==> config.mk <==
export PLATFORM = sky130hd
export DESIGN_NAME = gpio_pad_ctrl
export DESIGN_NICKNAME = d
export VERILOG_FILES = /design/src/rtl/gpio_pad_ctrl.sv
export SDC_FILE = /design/constraint.sdc
export NUM_CORES = 1
export LEC_CHECK = 0
export BUFFER_PORTS_ARGS = -buffer_cell sky130_fd_sc_hd__buf_2
export CORE_AREA = 2 2 39 41
export DETAILED_ROUTE_END_ITERATION = 12
export DIE_AREA = 0 0 41 43
export GPL_TIMING_DRIVEN = 0
export PLACE_DENSITY = 0.74
export REMOVE_ABC_BUFFERS = 1
export SLEW_MARGIN = 30
export SYNTH_ARGS = -nofsm -noshare
export SYNTH_HDL_FRONTEND = slang
export SYNTH_SLANG_ARGS = --single-unit
==> constraint.sdc <==
create_clock -name clk -period 2 [get_ports clk]
set_clock_uncertainty 0.1 [all_clocks]
set_input_delay 0.2 -clock clk [delete_from_list [all_inputs] [get_ports clk]]
set_output_delay 0.2 -clock clk [all_outputs]
set_load 0.005 [all_outputs]
==> src/rtl/gpio_pad_ctrl.sv <==
// GPIO pad controller: registered drive/direction toward a pull-down pad, plus a
// synchronized, debounced input path with edge pulses and a sticky interrupt.
// Optional open-source drive mode is enabled by defining GPIO_OPEN_SRC_EN.
module gpio_pad_ctrl #(
  parameter int SYNC_STAGES = 2,
  parameter int DEB_LEN     = 4,
  parameter int DEB_W       = 8
) (
  input  logic clk,
  input  logic rst_n,
  input  logic cfg_oe,
  input  logic cfg_dout,
`ifdef GPIO_OPEN_SRC_EN
  input  logic cfg_os,
`endif
  output logic pad_din,
  output logic pad_oen,
  input  logic pad_dout,
  output logic in_level,
  output logic rise_pulse,
  output logic fall_pulse,
  input  logic irq_en_rise,
  input  logic irq_en_fall,
  input  logic irq_clr,
  output logic irq
);

  localparam logic [DEB_W-1:0] CNT_MAX = DEB_W'(DEB_LEN - 1);

  logic                   pad_oen_reg, pad_oen_next;
  logic                   pad_din_reg, pad_din_next;
  logic                   src;
  logic [SYNC_STAGES-1:0] sync_reg;
  logic                   s;
  logic [DEB_W-1:0]       cnt_reg;
  logic                   level_reg;
  logic                   rise_reg;
  logic                   fall_reg;
  logic                   irq_reg;
  logic                   irq_set;

  always_comb begin
    pad_oen_next = ~cfg_oe;
    pad_din_next = cfg_dout;
`ifdef GPIO_OPEN_SRC_EN
    // Open-source: only ever drive a 1; a 0 releases the pad to its pulldown.
    if (cfg_os && cfg_oe) begin
      pad_oen_next = ~cfg_dout;
      pad_din_next = 1'b1;
    end
`endif
  end

  always_ff @(posedge clk) begin
    if (!rst_n) begin
      pad_oen_reg <= 1'b1;
      pad_din_reg <= 1'b0;
    end else begin
      pad_oen_reg <= pad_oen_next;
      pad_din_reg <= pad_din_next;
    end
  end

  // The pad output is high-Z while driving, so output mode samples our own drive.
  assign src = pad_oen_reg ? pad_dout : pad_din_reg;

  always_ff @(posedge clk) begin
    if (!rst_n) begin
      sync_reg <= '0;
    end else begin
      sync_reg <= {sync_reg[SYNC_STAGES-2:0], src};
    end
  end

  assign s = sync_reg[SYNC_STAGES-1];

  always_ff @(posedge clk) begin
    if (!rst_n) begin
      cnt_reg   <= '0;
      level_reg <= 1'b0;
      rise_reg  <= 1'b0;
      fall_reg  <= 1'b0;
    end else begin
      rise_reg <= 1'b0;
      fall_reg <= 1'b0;
      if (s == level_reg) begin
        cnt_reg <= '0;
      end else if (cnt_reg == CNT_MAX) begin
        level_reg <= s;
        cnt_reg   <= '0;
        rise_reg  <= s;
        fall_reg  <= ~s;
      end else begin
        cnt_reg <= cnt_reg + 1'b1;
      end
    end
  end

  assign irq_set = (rise_reg & irq_en_rise) | (fall_reg & irq_en_fall);

  // Set has priority over clear so an edge arriving with a clear is not lost.
  always_ff @(posedge clk) begin
    if (!rst_n) begin
      irq_reg <= 1'b0;
    end else if (irq_set) begin
      irq_reg <= 1'b1;
    end else if (irq_clr) begin
      irq_reg <= 1'b0;
    end
  end

  assign pad_oen    = pad_oen_reg;
  assign pad_din    = pad_din_reg;
  assign in_level   = level_reg;
  assign rise_pulse = rise_reg;
  assign fall_pulse = fall_reg;
  assign irq        = irq_reg;

endmodule

# == Yosys cells after proc, flatten, opt, wreduce, memory -nomap -nowiden ==
# Index checks and enable logic that the tools add are counted.
# classes
addsub,1
n_eq_ne,2
muxes,3
bitwise_logic,8
n_reduce_logical,4
# op_table
operator,count
$add A8 B1 Y8 const B,1
$eq A8 B2 Y1 const B,1
$reduce_or A3 Y1,2
$not A1 Y1,5
$mux W1,3
$and A1 B1 Y1,2
$reduce_and A2 Y1,1
$reduce_bool A2 Y1,1
$eq A1 B1 Y1,1
$or A1 B1 Y1,1
# totals
ff_bits,16
output_inout_bits,6
elab_cells,26

# == Depth between registers and ports, before layout ==
# depth
ltp_word,3
mapped_depth,4
mapped_depth_nobuf,4

# == Worst setup path before layout ==
# OpenSTA, ideal clock, no wires.
# synth_path
kind,reg-to-reg
start,register cnt_reg[0]
end,register cnt_reg[2]
arrival_time_ps,1386
path_slack_ps,391
stages_incl_launch_ff,5
synth_period_minus_slack_ps,1609
cell_sequence,dfxtp_1 > ha_1 > or4b_4 > o211ai_4 > nor2_1
# synth_via
elab_chain_cells,2
elab_cells_between_ends,3
cone_classes,add/sub (1); eq/ne (1); reduce/logical (1)
# synth_rtl
item,line,text
start: declaration,35,logic [DEB_W-1:0] cnt_reg;
start signal: assignment,94,cnt_reg <= cnt_reg + 1'b1;
"parallel branches: the longest is 2 deep, another holds $add A8 B1 Y8",n/a,
# Parallel ways; which one is timed is not known.
# A chain may end at the register's enable or synchronous reset.

# == Final worst setup path ==
# layout_path
start,register cnt_reg[0]
end,register cnt_reg[4]
# The elaborated chain is that of the path after synthesis.

==> results.json <==
{
  "status": "complete, no violations",
  "areaGrowthSynthToFinish_pct": 20.32,
  "route.antenna.remaining_nets": 0,
  "hold_depth": 2,
  "finalMaxSlewViolations": 0,
  "vias_per_cell": 5.061,
  "use_met1_pct": 15.08,
  "worst-path-max-fanout": 7,
  "relSlewSlack_pct": 75.69,
  "fmax_mhz": 568.6,
  "grt_setup_unrepaired": "false",
  "grt_max_degree": 10,
  "sequentialPowerShare_pct": 58.7,
  "crit_arrival_ns": 1.83,
  "synth_cell_type_count": 21,
  "setup_tns_ns": 0,
  "netlist_area_um2": 621.8,
  "drt_iter0_drc": 7,
  "total_power_uw": 555.7,
  "finalNonFillerCells": 99,
  "yosysSeqAreaShare_pct": 51.51,
  "postCtsSetupRepairBufs": 0,
  "first_pass_iters": 4,
  "drc": 0,
  "cap_violations": 0,
  "root_buffer": "clkbuf_4",
  "async_reset_ff_share_pct": 0,
  "coreArea_um2": 1384,
  "min_path_type": "primary input to register",
  "grtUsageMet2_pct": 20.63,
  "r2r_cells": 4,
  "hp-start": "cfg_dout",
  "die_area_um2": 1763,
  "critPathSlowestCell": "or4b_4",
  "antenna_found_initial": 0,
  "grt.total_usage_pct": 13.43,
  "p_leak_uw": 0.0003005,
  "numPlacedInstances": 94,
  "path_clk_slew_ns": 0.09,
  "setup_violations": 0,
  "cts_buffers": 3,
  "peakVddDrop_mv": 0.3649,
  "nFillCells": 129,
  "tightest_slew_ns": 0.3596,
  "r2r-start": "cnt_reg[0]",
  "clkPwrFrac_pct": 37.4,
  "hold_viol_final": 0,
  "clock_latency_ns": 0.28,
  "wl_um": 992,
  "seqCellArea_um2": 320.3,
  "fp-row-count": 14,
  "grt_first_pass_wirelength_mm": 1.566,
  "syn_avg_cell_area_um2": 9.422,
  "path_class": "register to register",
  "ys_ff_latch": 16,
  "crit_required_ns": 2.08,
  "clk_path_buf_depth": 2,
  "start_util_pct": 44.94,
  "use_met3_pct": 9.424,
  "hold_slack_ns": 0.02115,
  "fin_crit_ns": 1.759,
  "period_share_pct": 87.94,
  "port_buffers": 13,
  "layout.nets": 93,
  "largest_reg_flops": 8,
  "synthFlopType": "dfxtp_1",
  "synth-edff-count": 0,
  "end_kind": "register",
  "cpPeakStageDelay_ns": 0.50,
  "syn_inst": 66,
  "grt.overflow.total": 0,
  "cts_tree": "done",
  "yosysWarningCount": 0,
  "switching_share_pct": 19.80,
  "diodes": 0,
  "final_util_pct": 54.07,
  "switchingPower_uw": 110.0,
  "multi_input_area_um2": 281.5,
  "grt_pass1_vias": 398,
  "io_pins": 14,
  "top_usage_layer": "met2",
  "power_density_nw_per_um2": 742.7,
  "comb_power_share_pct": 3.9,
  "power.internal_uw": 445.7,
  "drive_gt1_share_pct": 24.10,
  "r2r_end": "cnt_reg[4]",
  "r2r_slack_ns": 0.24,
  "h-tree-depth": 1,
  "die_h_um": 43,
  "clock-sinks": 16,
  "vias": 501,
  "min_to": "pad_din",
  "crit_chain": "ha_1 > or4b_4 > o211ai_4 > nor2_1",
  "wire_per_inst_um": 10.02,
  "gp_congestion": 0.7030,
  "hpwl_um": 723.5,
  "cp-start-kind": "register",
  "die_w_um": 41
}
[worst max-delay path, delay by kind of cell (launching register included)]
kind            cells  cell delay (ns)
compound gates      1             0.29
simple gates        2             0.59
fa+ha+maj           1             0.26
flops               1             0.41
[routing by layer]
layer | share of wire, % | vias up | routed length [um]
met4 | 0 | 0 | 0
met3 | 9.1 | 0 | 90
met5 | 0 | - | 0
met2 | 43 | 16 | 429
li1 | - | 266 | -
met1 | 48 | 219 | 472
[cell usage in the layout, fill, tap and decap left out, types with 4 or more instances in the layout]
cell and n:
dfxtp_1 16, buf_2 13, nor2_1 7, nand3_1 5, nand2_1 5, o21ai_0 4
a21oi_1 4, inv_1 4
[cell families (layout without fill, tap and decap cells)]
| family | after synthesis | after routing | synth area share, % |
|---|---|---|---|
| adder cells (fa/ha/maj) | 1 | 1 | 2.012 |
| buffers and inverters | 5 | 22 | 3.218 |
| multiplexers | 1 | 1 | 1.610 |
| AND/OR/NAND/NOR | 29 | 29 | 24.55 |
| flip-flops | 16 | 16 | 51.51 |
| AO/OA/AOI/OAI | 10 | 10 | 11.47 |
| XOR/XNOR | 4 | 4 | 5.635 |
[synthesized netlist by cell type, types with 2 or more instances]
library cell  instances  area [um^2]
a21oi_1               4        20.02
or3_1                 3        18.77
nor3_1                3        15.01
nand2_1               5        18.77
o21ai_0               4        20.02
inv_1                 4        15.01
nand3_1               5        25.02
and2_1                2        12.51
xor2_1                3        26.28
nor2_1                7        26.28
dfxtp_1              16        320.3
[power groups by stage]
stage	combinational, uW	sequential (uW)	clock [uW]
6_report	21.5	326	208
5_1_grt	24.5	327	232
3_3_place_gp	20.0	334	0
2_1_floorplan	8.16	334	0
3_5_place_dp	20.3	334	0
4_1_cts	21.9	326	218
[area by class of cell]
| type | count | area share, % |
|---|---|---|
| Inverter | 4 | 2.007 |
| Sequential cell | 16 | 42.81 |
| Clock buffer | 4 | 4.849 |
| Timing Repair Buffer | 14 | 10.03 |
| Tap cell | 16 | 2.676 |
| Multi-Input combinational cell | 45 | 37.63 |
[worst max path at each step]
| stage | from | endpoint | slack (ns) | cells after the start |
|---|---|---|---|---|
| global route | cnt_reg[0] | cnt_reg[4] | 0.12 | 4 |
| global placement | cnt_reg[0] | cnt_reg[4] | 0.27 | 4 |
| finish | cnt_reg[0] | cnt_reg[4] | 0.24 | 4 |
| CTS | cnt_reg[0] | cnt_reg[4] | 0.22 | 4 |
| detailed placement | cnt_reg[0] | cnt_reg[4] | 0.24 | 4 |
| floorplan | cnt_reg[0] | cnt_reg[2] | 0.39 | 4 |
[timing repair]
action / in CTS / in global routing
hold buffers: 1 / 0
resized for setup: 0 / 0
hold endpoints to repair: 1 / 0
[through the flow]
stage          worst slack, ns  area, um^2
6_report                0.2413       748.2
5_1_grt                 0.1236       748.2
4_1_cts                 0.2245       748.2
3_5_place_dp            0.2435       701.9
3_3_place_gp            0.2706       701.9
2_1_floorplan           0.3914       616.8
Note: power is estimated with default switching activity, not from simulation.
